**config.mk**
```make
export PLATFORM = sky130hd
export DESIGN_NAME = bus_timer_flat
export DESIGN_NICKNAME = d
export VERILOG_FILES = /design/src/rtl/bus_timer_if.sv /design/src/rtl/bus_timer.sv /design/src/flat_wrapper.sv
export SDC_FILE = /design/constraint.sdc
export NUM_CORES = 1
export LEC_CHECK = 0
export BUFFER_PORTS_ARGS = -buffer_cell sky130_fd_sc_hd__buf_2
export CORE_ASPECT_RATIO = 1.4
export CORE_MARGIN = 8
export CORE_UTILIZATION = 40
export CTS_CLUSTER_SIZE = 20
export DETAILED_ROUTE_END_ITERATION = 7
export HOLD_SLACK_MARGIN = 0.15
export PLACE_DENSITY = 0.64
export SKIP_CTS_REPAIR_TIMING = 1
export SLEW_MARGIN = 5
export SYNTH_ARGS = -nofsm -noshare
export SYNTH_HDL_FRONTEND = slang
export SYNTH_SLANG_ARGS = --single-unit
```
**constraint.sdc**
```tcl
create_clock -name clk -period 2.8 [get_ports clk]
set_clock_uncertainty 0.05 [all_clocks]
set_input_delay 0.84 -clock clk [delete_from_list [all_inputs] [get_ports clk]]
set_output_delay 0.84 -clock clk [all_outputs]
set_load 0.1 [all_outputs]
```
**src/rtl/bus_timer_if.sv**
```systemverilog
// CPU data-bus port bundle for the timer peripheral: write/read strobes, offsets, data.
// Latency: none here; rdata is registered inside the slave one cycle after rd.
// Backpressure: none; the bus issues at most one write and one read per cycle.
interface bus_timer_if;
  logic        wr;
  logic [31:0] waddr;
  logic [31:0] wdata;
  logic        rd;
  logic [31:0] raddr;
  logic [31:0] rdata;

  modport master (output wr, waddr, wdata, rd, raddr, input rdata);
  modport slave  (input wr, waddr, wdata, rd, raddr, output rdata);
endinterface

```
**src/rtl/bus_timer.sv**
```systemverilog
// Memory-mapped 32-bit timer: prescaler, compare match with sticky flag, auto-reload, level irq.
// Latency: writes take effect on the strobed edge; rdata is registered one cycle after rd.
// Backpressure: none; one write and one read accepted every cycle, never stalled.
module bus_timer #(
  parameter int ADDR_WIDTH = 5
) (
  input  logic        clk,
  input  logic        rstn,
  bus_timer_if.slave  bus,
  output logic        timer_irq
);

  localparam int IW = ADDR_WIDTH - 2;
  localparam logic [IW-1:0] REG_CTRL  = IW'(0);
  localparam logic [IW-1:0] REG_PRESC = IW'(1);
  localparam logic [IW-1:0] REG_CMP   = IW'(2);
  localparam logic [IW-1:0] REG_STAT  = IW'(3);
  localparam logic [IW-1:0] REG_COUNT = IW'(4);

  logic          en, arl, ie;
  logic [15:0]   prescale;
  logic [15:0]   presc;
  logic [31:0]   compare;
  logic [31:0]   count;
  logic          flag;

  logic [IW-1:0] widx, ridx;
  logic          wr_ctrl, wr_presc, wr_cmp, wr_stat, wr_count;
  logic          clr, tick, match;
  logic [31:0]   rd_mux;

  // Byte lanes and bits above the offset window are decoded by the interconnect.
  logic unused_addr_bits;
  assign unused_addr_bits = ^{bus.waddr[31:ADDR_WIDTH], bus.waddr[1:0],
                              bus.raddr[31:ADDR_WIDTH], bus.raddr[1:0]};

  assign widx     = bus.waddr[ADDR_WIDTH-1:2];
  assign ridx     = bus.raddr[ADDR_WIDTH-1:2];
  assign wr_ctrl  = bus.wr && (widx == REG_CTRL);
  assign wr_presc = bus.wr && (widx == REG_PRESC);
  assign wr_cmp   = bus.wr && (widx == REG_CMP);
  assign wr_stat  = bus.wr && (widx == REG_STAT);
  assign wr_count = bus.wr && (widx == REG_COUNT);

  assign clr   = wr_ctrl && bus.wdata[2];
  assign tick  = en && (presc == prescale);
  assign match = tick && (count == compare);

  assign timer_irq = flag & ie;

  // Control and configuration registers; clr is a pulse and is never stored.
  always_ff @(posedge clk or negedge rstn) begin
    if (!rstn) begin
      en       <= 1'b0;
      arl      <= 1'b0;
      ie       <= 1'b0;
      prescale <= 16'h0;
      compare  <= 32'hFFFF_FFFF;
    end else begin
      if (wr_ctrl) begin
        en  <= bus.wdata[0];
        arl <= bus.wdata[1];
        ie  <= bus.wdata[3];
      end
      if (wr_presc) prescale <= bus.wdata[15:0];
      if (wr_cmp)   compare  <= bus.wdata;
    end
  end

  // Prescaler: restarts on clr or COUNT load, wraps on tick, frozen while disabled.
  always_ff @(posedge clk or negedge rstn) begin
    if (!rstn) begin
      presc <= 16'h0;
    end else if (clr || wr_count || tick) begin
      presc <= 16'h0;
    end else if (en) begin
      presc <= presc + 16'h1;
    end
  end

  // COUNT update with priority clr > bus load > tick.
  always_ff @(posedge clk or negedge rstn) begin
    if (!rstn) begin
      count <= 32'h0;
    end else if (clr) begin
      count <= 32'h0;
    end else if (wr_count) begin
      count <= bus.wdata;
    end else if (tick) begin
      count <= (match && arl) ? 32'h0 : count + 32'h1;
    end
  end

  // Sticky match flag; a match in the same cycle beats a W1C clear.
  always_ff @(posedge clk or negedge rstn) begin
    if (!rstn) begin
      flag <= 1'b0;
    end else if (match) begin
      flag <= 1'b1;
    end else if (wr_stat && bus.wdata[0]) begin
      flag <= 1'b0;
    end
  end

  // Read mux over the pre-write register values; unmapped offsets read zero.
  always_comb begin
    rd_mux = 32'h0;
    case (ridx)
      REG_CTRL:  rd_mux = {28'h0, ie, 1'b0, arl, en};
      REG_PRESC: rd_mux = {16'h0, prescale};
      REG_CMP:   rd_mux = compare;
      REG_STAT:  rd_mux = {31'h0, flag};
      REG_COUNT: rd_mux = count;
      default:   rd_mux = 32'h0;
    endcase
  end

  // Registered read return; idle cycles drive zero so the interconnect can OR returns.
  always_ff @(posedge clk or negedge rstn) begin
    if (!rstn) begin
      bus.rdata <= 32'h0;
    end else begin
      bus.rdata <= bus.rd ? rd_mux : 32'h0;
    end
  end

endmodule
```
**src/flat_wrapper.sv**
```systemverilog
// flat-port wrapper written by rule: the top's interface ports become plain ports
module bus_timer_flat 
#(
  parameter int ADDR_WIDTH = 5
)
  (clk, rstn, timer_irq, bus_wr, bus_waddr, bus_wdata, bus_rd, bus_raddr, bus_rdata);
  bus_timer_if bus_i ();
  input  logic clk;
  input  logic rstn;
  output logic timer_irq;
  input wire logic [$bits(bus_i.wr)-1:0] bus_wr;
  input wire logic [$bits(bus_i.waddr)-1:0] bus_waddr;
  input wire logic [$bits(bus_i.wdata)-1:0] bus_wdata;
  input wire logic [$bits(bus_i.rd)-1:0] bus_rd;
  input wire logic [$bits(bus_i.raddr)-1:0] bus_raddr;
  output wire logic [$bits(bus_i.rdata)-1:0] bus_rdata;
  assign bus_i.wr = bus_wr;
  assign bus_i.waddr = bus_waddr;
  assign bus_i.wdata = bus_wdata;
  assign bus_i.rd = bus_rd;
  assign bus_i.raddr = bus_raddr;
  assign bus_rdata = bus_i.rdata;
  bus_timer #(.ADDR_WIDTH(ADDR_WIDTH)) u_core (.clk(clk), .rstn(rstn), .bus(bus_i), .timer_irq(timer_irq));
endmodule
```
==> out/metrics.yaml <==
drive_above_1_share_pct: 29.93
synth-seq-cells: 132
power_mw: 6.088
pre_cts_slack_ns: 0.04693
initial_core_util_pct: 40.83
crit_path_cell_trace: "xor2_1 -> nor4_1 -> nand2_1 -> or4_1 -> buf_4 -> nor2_8 -> nand2_1 -> o311ai_1"
critPathCaptureType: "flip-flop"
antenna_found_initial: 0
grt_pass1_wl_um: 31410
cpMaxStageDelayCell: "or4_1"
ys_seq_area_share_pct: 48.69
synth_compound_area_share_pct: 13.52
synth_simple_gate_area_share_pct: 17.31
cts_root_buf: "clkbuf_16"
use_met2_pct: 34.08
cp_max_fo: 5
synthToLayoutAreaGrowth_pct: 21.01
grt_start_max_net_pins: 50
io_buffer_count: 74
powerDensity_nw_per_um2: 732.7
coreArea_um2: 16820
cpMostUsedCell: "nand2_1"
nNetsFinal: 891
numCtsBuffers: 17
io_pins: 133
grt_pass1_vias: 5829
setup_tns_ns: 0
async_flop_share_pct: 100.0
postRouteAntennaNets: 0
ys_types: 49
dp.cells: 973
clockBufferDepth: 2
routed_wl_um: 19790
grtUsageMet3_pct: 3.769
yosysMostFrequentCell: "dfrtp_1"
worst_slack_ns: 0.1493
place_congestion: 0.9009
max_stage_delay_ns: 0.62
path_clk_slew_ns: 0.06
setup_violations: 0
synth_top_area_share_pct: 36.44
vias: 5677
synth_xor_area_share_pct: 8.163
die_h_um: 171.0
synth_fa_ha_area_share_pct: 0.3644
use_met1_pct: 20.40
status: "completed"
synth_edf_count: 0
slew_headroom_pct: 49.33
post-route-period-util_pct: 94.67
syn_avg_cell_area_um2: 9.880
maxCapViolations: 0
die_x_um: 126.7
tightest_slew_ns: 0.7572
required_ns: 3.07
rsz0062_at_grt: "no"
cts-htree-levels: 4
clkLatencyLatePin_ns: 0.43
ir_worst_vdd_mv: 0.4262
drv_slew: 0
fmax_ghz: 0.3773
drt_iter0_drc: 398
ys.flop_type: "dfrtp_1"
fillers: 1553
antennaDiodeCount: 0
cts_tree: "done"
fin_util_pct: 49.41
synthMuxAreaShare_pct: 8.965
synth_top_area_cell: "dfrtp_1"
syn-num-nets: 797
hpwl_um: 14320
num_rows: 56
cp-start-kind: "flip-flop"
instances_no_fill: 1005
wl_per_cell_um: 19.69
power.leakage_nw: 3.497
drtPass1Iterations: 5
worstPathArrival_ns: 2.92
drc: 0
synthTopCellsByArea: "dfrtp_1 36%, dfstp_2 12%, mux2_2 8.5%, xnor2_1 5.6%, nor2_1 5.0%"
avgViaCountPerCell: 5.649
reg2regPathDepth: 8
synth_common_cells: "100 x dfrtp_1, 92 x nor2_1, 60 x nand2_1"
yosysWarningCount: 0
hold_violations: 0
postSynthCellCount: 695
die-area_um2: 21670
grt.total_usage_pct: 18.84
globalRouteOverflowTotal: 0
cts.sinks: 132
crit_type: "flip-flop to flip-flop"
grt_busiest_layer: "met2"
synth_top_family_by_area: "simple AND/OR/NAND/NOR gates"
syn_area_um2: 6867
hp-class: "input pin to async pin"
period_minus_slack_ns: 2.651
stage by stage:
stage	hold slack [ns]	cell area, um^2
2_1_floorplan	0.4284	6867
3_3_place_gp	0.4659	7736
3_5_place_dp	0.4855	7736
4_1_cts	0.3126	8309
5_1_grt	0.3332	8309
6_report	0.2973	8309
routing by layer:
metal | routed length, um | part of all wire [%]
met4 | 807 | 4.1
met5 | 0 | 0
met2 | 10490 | 53
met3 | 887 | 4.5
met1 | 7604 | 38
path summary, 6_finish.rpt:
path / startpoint / to / slack [ns]
worst max-delay path: u_core.presc[2]$_DFFE_PN0P_ / u_core.count[31]$_DFFE_PN0P_ / 0.15
worst min-delay path: rstn / u_core.bus.rdata[3]$_DFF_PN0_ / 0.30
worst max register to register: u_core.presc[2]$_DFFE_PN0P_ / u_core.count[31]$_DFFE_PN0P_ / 0.15
worst min register to register: u_core.ie$_DFFE_PN0N_ / u_core.ie$_DFFE_PN0N_ / 0.51
max in group asynchronous: rstn / u_core.compare[23]$_DFFE_PN1P_ / 1.65
min in group clk: u_core.ie$_DFFE_PN0N_ / u_core.ie$_DFFE_PN0N_ / 0.51
critical path: cells and delay by family, from the launching register on:
family | cells | cell delay (ns)
compound gates | 1 | 0.33
simple gates | 5 | 1.29
flops | 1 | 0.43
xor+xnor | 1 | 0.21
buf+inv | 1 | 0.23
kinds of logic (layout without fill, tap and decap cells):
| family | count (synthesis) | in the layout |
|---|---|---|
| simple gates | 250 | 250 |
| compound gates | 139 | 139 |
| flops | 132 | 132 |
| xor+xnor | 64 | 64 |
| mux | 55 | 55 |
| buf+inv | 53 | 160 |
| fa+ha+maj | 2 | 2 |
registers in the layout, indices dropped and copies added (netlist names):
signal,cells
u_core.bus.rdata,32
u_core.compare,32
u_core.count,32
u_core.presc,16
u_core.prescale,16
u_core.arl,1
u_core.en,1
u_core.flag,1
u_core.ie,1
cell usage in the layout, fill, tap and decap left out, types with 3 or more instances in the layout:
cell        count
xnor2_1        44
dfrtp_1       100
clkbuf_16      17
o211ai_1        6
a21o_1          7
clkinvlp_4      4
nor3_1         10
nor4_1          9
a32oi_1         4
nor2b_1         4
o311ai_1        6
mux2i_1         3
clkbuf_1        4
a21oi_1        24
nand2b_1        3
nand4_1        18
xor2_1         20
o21ai_1        16
and4_1          3
and3_1          8
buf_2          73
inv_1           7
buf_12          4
or4_1           6
nor2_1         92
a31oi_1         5
mux2_2         52
o21ai_0        15
and2_1          4
nand3_1        21
clkinv_2        3
dfstp_2        32
buf_4          43
o2bb2ai_1       4
nand2_1        60
a22oi_1        42
cell type report:
cell class	instances	area, um^2	area share, %
flip-flops and latches	132	3343	40.23
well taps	203	254.0	3.057
repair buffers	121	779.5	9.381
multi-input cells	510	3333	40.11
inverters	7	26.28	0.3162
clock inverters	9	105.1	1.265
clock buffers	23	467.9	5.632
where the power goes:
| group | leakage, nW | switching (mW) | internal, mW |
|---|---|---|---|
| logic | 1.61 | 0.707 | 0.565 |
| registers | 1.62 | 0.346 | 2.28 |
| clock network | 0.269 | 0.837 | 1.35 |
| total | 3.50 | 1.89 | 4.20 |
(Power assumes the default switching activity.)
